--- src/rtl/led_pio_if.sv ---
// Avalon-MM s1 slave bus for the LED output PIO: word address, active-low
// write strobe, 32-bit write data and registered read data.
interface led_pio_if;
   logic [2:0]  address;
   logic        write_n;
   logic [31:0] writedata;
   logic [31:0] readdata;

   modport master (
      output address,
      output write_n,
      output writedata,
      input  readdata
   );

   modport slave (
      input  address,
      input  write_n,
      input  writedata,
      output readdata
   );
endinterface

--- src/rtl/led_pio.sv ---
// Avalon-MM output PIO driving board LEDs: DATA register with atomic set/clear,
// plus a per-bit blink engine included only when LED_PIO_BLINK_EN is defined.
module led_pio #(
   parameter int unsigned DATA_WIDTH   = 18,
   parameter int unsigned PERIOD_WIDTH = 24
) (
   input  logic                  clk,
   input  logic                  reset,
   led_pio_if.slave              s1,
   output logic [DATA_WIDTH-1:0] out_port
);

   logic                  wr;
   logic [DATA_WIDTH-1:0] wd;
   logic [DATA_WIDTH-1:0] data_q, data_d;
   logic [31:0]           rdata_d;
   logic                  unused_wd;

   assign wr        = ~s1.write_n;
   assign wd        = s1.writedata[DATA_WIDTH-1:0];
   assign unused_wd = ^s1.writedata;

   always_comb begin
      data_d = data_q;
      if (wr) begin
         case (s1.address)
            3'd0:    data_d = wd;
            3'd4:    data_d = data_q | wd;
            3'd5:    data_d = data_q & ~wd;
            default: data_d = data_q;
         endcase
      end
   end

`ifdef LED_PIO_BLINK_EN
   logic [DATA_WIDTH-1:0]   mask_q, mask_d;
   logic [PERIOD_WIDTH-1:0] period_q, period_d;
   logic [PERIOD_WIDTH-1:0] cnt_q, cnt_d;
   logic                    phase_q, phase_d;

   // A period write restarts the blink cycle from phase 0 on the same edge.
   always_comb begin
      mask_d   = mask_q;
      period_d = period_q;
      cnt_d    = cnt_q;
      phase_d  = phase_q;
      if (wr && s1.address == 3'd1) begin
         mask_d = wd;
      end
      if (wr && s1.address == 3'd2) begin
         period_d = s1.writedata[PERIOD_WIDTH-1:0];
         cnt_d    = '0;
         phase_d  = 1'b0;
      end else if (period_q == '0) begin
         cnt_d   = '0;
         phase_d = 1'b0;
      end else if (cnt_q == period_q) begin
         cnt_d   = '0;
         phase_d = ~phase_q;
      end else begin
         cnt_d = cnt_q + PERIOD_WIDTH'(1);
      end
   end

   always_ff @(posedge clk) begin
      if (reset) begin
         mask_q   <= '0;
         period_q <= '0;
         cnt_q    <= '0;
         phase_q  <= 1'b0;
      end else begin
         mask_q   <= mask_d;
         period_q <= period_d;
         cnt_q    <= cnt_d;
         phase_q  <= phase_d;
      end
   end

   assign out_port = data_q ^ (mask_q & {DATA_WIDTH{phase_q}});
`else
   assign out_port = data_q;
`endif

   always_comb begin
      rdata_d = '0;
      case (s1.address)
         3'd0:    rdata_d = 32'(data_q);
`ifdef LED_PIO_BLINK_EN
         3'd1:    rdata_d = 32'(mask_q);
         3'd2:    rdata_d = 32'(period_q);
         3'd3:    rdata_d = {31'b0, phase_q};
`endif
         default: rdata_d = '0;
      endcase
   end

   always_ff @(posedge clk) begin
      if (reset) begin
         data_q      <= '0;
         s1.readdata <= '0;
      end else begin
         data_q      <= data_d;
         s1.readdata <= rdata_d;
      end
   end

endmodule
--- src/flat_wrapper.sv ---
// flat-port wrapper written by rule: the top's interface ports become plain ports
module led_pio_flat 
#(
   parameter int unsigned DATA_WIDTH   = 18,
   parameter int unsigned PERIOD_WIDTH = 24
)
  (clk, reset, out_port, s1_address, s1_write_n, s1_writedata, s1_readdata);
  led_pio_if s1_i ();
  input  logic clk;
  input  logic reset;
  output logic [DATA_WIDTH-1:0] out_port;
  input wire logic [$bits(s1_i.address)-1:0] s1_address;
  input wire logic [$bits(s1_i.write_n)-1:0] s1_write_n;
  input wire logic [$bits(s1_i.writedata)-1:0] s1_writedata;
  output wire logic [$bits(s1_i.readdata)-1:0] s1_readdata;
  assign s1_i.address = s1_address;
  assign s1_i.write_n = s1_write_n;
  assign s1_i.writedata = s1_writedata;
  assign s1_readdata = s1_i.readdata;
  led_pio #(.DATA_WIDTH(DATA_WIDTH), .PERIOD_WIDTH(PERIOD_WIDTH)) u_core (.clk(clk), .reset(reset), .s1(s1_i), .out_port(out_port));
endmodule
--- config.mk ---
export PLATFORM = sky130hd
export DESIGN_NAME = led_pio_flat
export DESIGN_NICKNAME = d
export VERILOG_FILES = /design/src/rtl/led_pio_if.sv /design/src/rtl/led_pio.sv /design/src/flat_wrapper.sv
export SDC_FILE = /design/constraint.sdc
export NUM_CORES = 1
export LEC_CHECK = 0
export CAP_MARGIN = 20
export CORE_UTILIZATION = 25
export DETAILED_ROUTE_END_ITERATION = 12
export PLACE_DENSITY = 0.59
export RECOVER_POWER = 50
export SYNTH_ARGS = -nofsm -noshare
export SYNTH_HDL_FRONTEND = slang
export SYNTH_SLANG_ARGS = --single-unit
export TNS_END_PERCENT = 100
--- constraint.sdc ---
create_clock -name clk -period 1.1 [get_ports clk]
set_input_delay 0.22 -clock clk [delete_from_list [all_inputs] [get_ports clk]]
set_output_delay 0.22 -clock clk [all_outputs]
set_load 0.005 [all_outputs]
=== Yosys cells after proc, flatten, opt, wreduce, memory -nomap -nowiden ===
Index checks and enable logic that the tools add are counted.
Widths: inputs -> output; s select.

* Register bits after elaboration: 50
* Bits in latches: 0
* Bits in writable memories: 0
* ROM bits: 0
* Input port bits: 38
* Output and inout port bits: 50
* Word-level logic and storage cells: 15
* Memories: 0

* Add/sub/neg operators: 0
* Multiply operators: 0
* Div/mod/pow operators: 0
* $lt $le $gt $ge: 0
* Equal/unequal tests: 2
* Shifts and indexed selects: 0
* Mux-type cells: 1
* Bitwise logic cells: 5
* Reductions and logical operators: 4

{| class="wikitable"
|+ Operators by type and width
! cell !! count
|-
| $pmux 18 s3 || 1
|-
| $and 18x18->18 || 1
|-
| $not 18->18 || 1
|-
| $or 18x18->18 || 1
|-
| $eq 3x3->1 const B || 2
|-
| $logic_not 3->1 || 1
|-
| $reduce_bool 3->1 || 1
|-
| $not 1->1 || 2
|-
| $reduce_and 2->1 || 1
|-
| $reduce_or 2->1 || 1
|}

=== Depth between registers and ports, before layout ===
* Depth in word-level cells: 3
* Mapped depth: 5
* Gate-level depth less buffers: 3

=== Least setup slack after synthesis ===
No wires, ideal clock.

* Path kind: input to register
* From: input port s1_address[1]
* To: register u_core.data_q[0] (netlist: u_core.out_port[0])
* Library setup time: 74 ps
* Data arrival time: 1,058 ps
* Data required time: 1,026 ps
* Slack: -32 ps
* Stages: 5
* Buffers on the path: 2
* Path through: buf_6 > nor4_4 > buf_6 > nand2_1 > o21ai_0

* Word-level cells in the longest chain between the ends: 3
* Elaborated cells on any way between the ends: 6
* Classes of those cells: 2 x eq/ne; 1 x mux; 3 x reduce/logical

{| class="wikitable"
|+ RTL lines
! element !! RTL line !! source
|-
| from (decl) || flat_wrapper.sv:12 || <nowiki>input wire logic [$bits(s1_i.address)-1:0] s1_address;</nowiki>
|-
| $eq 3x3->1 or $logic_not 3->1 (tied branches) || led_pio.sv:26 || <nowiki>case (s1.address)</nowiki>
|-
| $reduce_bool 3->1 (no source line) || n/a ||
|-
| $reduce_and 2->1 (no source line) || n/a ||
|-
| to (signal assigned) || led_pio.sv:102 || <nowiki>data_q <= data_d;</nowiki>
|-
| to (decl) || led_pio.sv:15 || <nowiki>logic [DATA_WIDTH-1:0] data_q, data_d;</nowiki>
|}

Several ways; a longest one is shown, not always the timed one.
A chain may end at the register's enable or synchronous reset.

=== Worst setup path in the final report ===
* From: input port s1_writedata[8]
* To: register u_core.data_q[8] (netlist: u_core.out_port[8])

* Word-level cells in the longest chain between the ends: 3
* Elaborated cells on any way between the ends: 4
* Classes of those cells: 1 x mux; 3 x bitwise

{| class="wikitable"
|+ RTL lines
! element !! RTL line !! source
|-
| from (decl) || flat_wrapper.sv:14 || <nowiki>input wire logic [$bits(s1_i.writedata)-1:0] s1_writedata;</nowiki>
|-
| $not 18->18 || led_pio.sv:29 || <nowiki>3'd5: data_d = data_q & ~wd;</nowiki>
|-
| $and 18x18->18 || led_pio.sv:29 ||
|-
| $pmux 18 s3 (*) || led_pio.sv:26 ||
|}

Mark *: on every way between the ends. The rest lies on a longest branch, timed or not.

==> run summary <==
Ys async rst share = 0%
Hold Vio Cnt, Final = 0
Place WS = -481 ps
Drt drc = 0
CTS root buf = clkbuf_8
Most frequent cell after synthesis = dfxtp_1
Dominant cell type by area after synthesis = dfxtp_1
Synth cell types = 18
Fin nets = 300
Final worst-path setup slack = 17.7 ps
DR vias = 1404
Crit Reg-Reg Startpoint = u_core.out_port[9]
Register area = 738 um^2
Port Buf Inserts = 59
Max Slew Vio Count = 0
Iter 0 DRT Violations = 31
DIE HEIGHT = 81.4 um
Finished Cell Area = 2670 um^2
Multi-input gate area = 782 um^2
Setup crit start = s1_writedata[8]
Sequential share of the synthesized area = 45.7%
Final Cycle Share = 98.4%
Mean Syn Cell Area = 9.06 um^2
Rows = 28
Status = finished clean
Routed Antenna Nets = 0
Share of cells above drive strength 1 = 29.0%
Clock latency reported for the late side of the worst-skew pair = 290 ps
Number of max-cap violations = 0
Slowest CP cell = clkdlybuf4s50_1
Filler cells = 592
Die width = 81.4 um
Setup CP Type = in2reg
Share of the synthesized area in the top cell type = 45.7%
Unrepaired setup endpoints after global routing = yes
Final Setup Violations = 0
Vias in the first global route = 1290
Tmin final = 1080 ps
CTS tree = done
Number of synthesized flops with an enable pin = 0
Clock skew = 4.77 ps
Clock Tree Buf Depth = 2
CP Launch Type = primary input
Crit path largest cell delay = 500 ps
First-pass iteration count of the detailed router = 4
WHS Path Cells = 3
Netlist Area Pre-Place = 1580 um^2
Fmax = 0.924 GHz
Pwr Density = 999 nW/um^2
CP arrival = 1250 ps
Total Routing Usage GR = 12.0%
CP endpoint kind = flop
Initial antenna violation count = 0
Post-route setup TNS = 0 ps
Critical-path cell list = clkdlybuf4s50_1 -> inv_1 -> a2111oi_2 -> o21ai_0
Via/cell ratio = 4.17
Worst Min Path Start = s1_writedata[1]
Hold Path Class = in2reg
Routed WL = 4.14 mm
Crit-path leading delay family = buffers and inverters
First-pass GRT wire length = 5.88 mm
Peak supply drop = 501 uV
Largest net degree at the start of global routing = 20
Reg2reg path depth = 2
CP Buf/Inv Count = 2
Starting Density = 26.3%
# diodes = 0
TritonCTS buffer count = 5
Synth top area cells = dfxtp_1 (46%), a2111oi_0 (7.2%), and2_1 (7.1%)
Top_reg_cell synth = dfxtp_1
Placed Area = 2330 um^2
Avg WL per Cell = 12.3 um
Core ar. = 5990 um^2
Worst-path clk slew = 70 ps
Die area = 6630 um^2
CP max FO = 2
Post-CTS Hold Buffers = 0
Critical Path RT = 1270 ps
Routability cong. = 0.707
Synth-to-Final Area Change = 69.4%
Worst hold slack = 237 ps
Yosys reg bits = 36
Total power = 2.67 mW
Mapped Cells = 174
Grt total ovfl = 0
WP depth = 4
Clock sink count = 36
# IOs = 88
Top post-synthesis cells by count = dfxtp_1 (36), and2_1 (18), inv_1 (18), nand2_1 (18), nand2b_1 (18)
Static leakage = 1.19 nW
HPWL after DPL = 2.68 mm
Yosys Warn Count = 0
H-tree levels = 2
-- cells in the final DEF, fill, tap and decap left out, types with 2 or more instances in the layout --
cell             synthesis  final
and2_0                   0      2
clkdlybuf4s50_1          0     17
buf_4                   14     26
nand2_1                 18     18
clkbuf_8                 0      5
o21ai_1                  1     12
dfxtp_2                  0     14
o21ai_0                 17      6
buf_12                   0      5
dfxtp_1                 36     22
and2_1                  18     16
a2111oi_4                0      2
inv_1                   18     18
clkdlybuf4s15_1          0     16
dlygate4sd2_1            0     24
nor4_4                   2      2
buf_6                    4      3
conb_1                   1     14
a2111oi_2                1     15
nand2b_1                18     18
-- flip-flops by register name, summed over array words and instances, names as in the netlist --
signal              count
u_core.out_port        18
u_core.s1.readdata     18
-- cells by family after synthesis --
family / share of synthesized area [%]
buffers and inverters: 16.0
other: 0.238
flip-flops: 45.7
AO/OA/AOI/OAI: 16.4
AND/OR/NAND/NOR: 21.7
-- cell type report --
class | count | share of cell area (%)
Inverter | 18 | 2.53
Timing Repair Buffer | 94 | 34.1
Multi-Input combinational cell | 107 | 29.3
Sequential cell | 36 | 27.6
Tap cell | 75 | 3.51
Clock inverter | 1 | 0.187
Clock buffer | 6 | 2.72
-- worst reg2reg max path, delay by kind of cell, from the launching register on --
| family | cells | cell delay, ps |
|---|---|---|
| flip-flops | 1 | 330 |
| buffers and inverters | 1 | 130 |
| AND/OR/NAND/NOR | 1 | 140 |
-- layer usage --
metal  share of wire [%]  track usage [%]  up-vias
met1                  40             12.9      631
met4                 1.6             6.61        0
met2                  53             21.2       46
met3                 5.2             3.33        6
li1                    -                -      721
met5                   0                0        -
-- power by group --
group | internal [mW] | switching, mW
clock network | 0.430 | 0.451
logic | 0.243 | 0.201
registers | 1.33 | 0.0137
-- timing repair --
action,4_1_cts,5_1_grt
resized for setup,64,49
setup buffers,6,6
setup endpoints to repair,72,51
pin swaps,2,4
cloned,1,1
endpoints found under the hold margin,0,0
-- final timing paths --
| kind | endpoint | slack [ps] |
|---|---|---|
| max | u_core.out_port[8] | 20 |
| min | u_core.out_port[1] | 240 |
| max reg2reg | u_core.s1.readdata[9] | 380 |
| min reg2reg | u_core.s1.readdata[4] | 470 |
-- per-stage QoR --
step / std cells / util [%]
2_1_floorplan: 187 / -
3_3_place_gp: 316 / 38.8
3_5_place_dp: 316 / 38.8
4_1_cts: 330 / 41.3
5_1_grt: 337 / 44.6
6_report: 337 / 44.6
No activity file was read; power rests on OpenSTA's default activity.
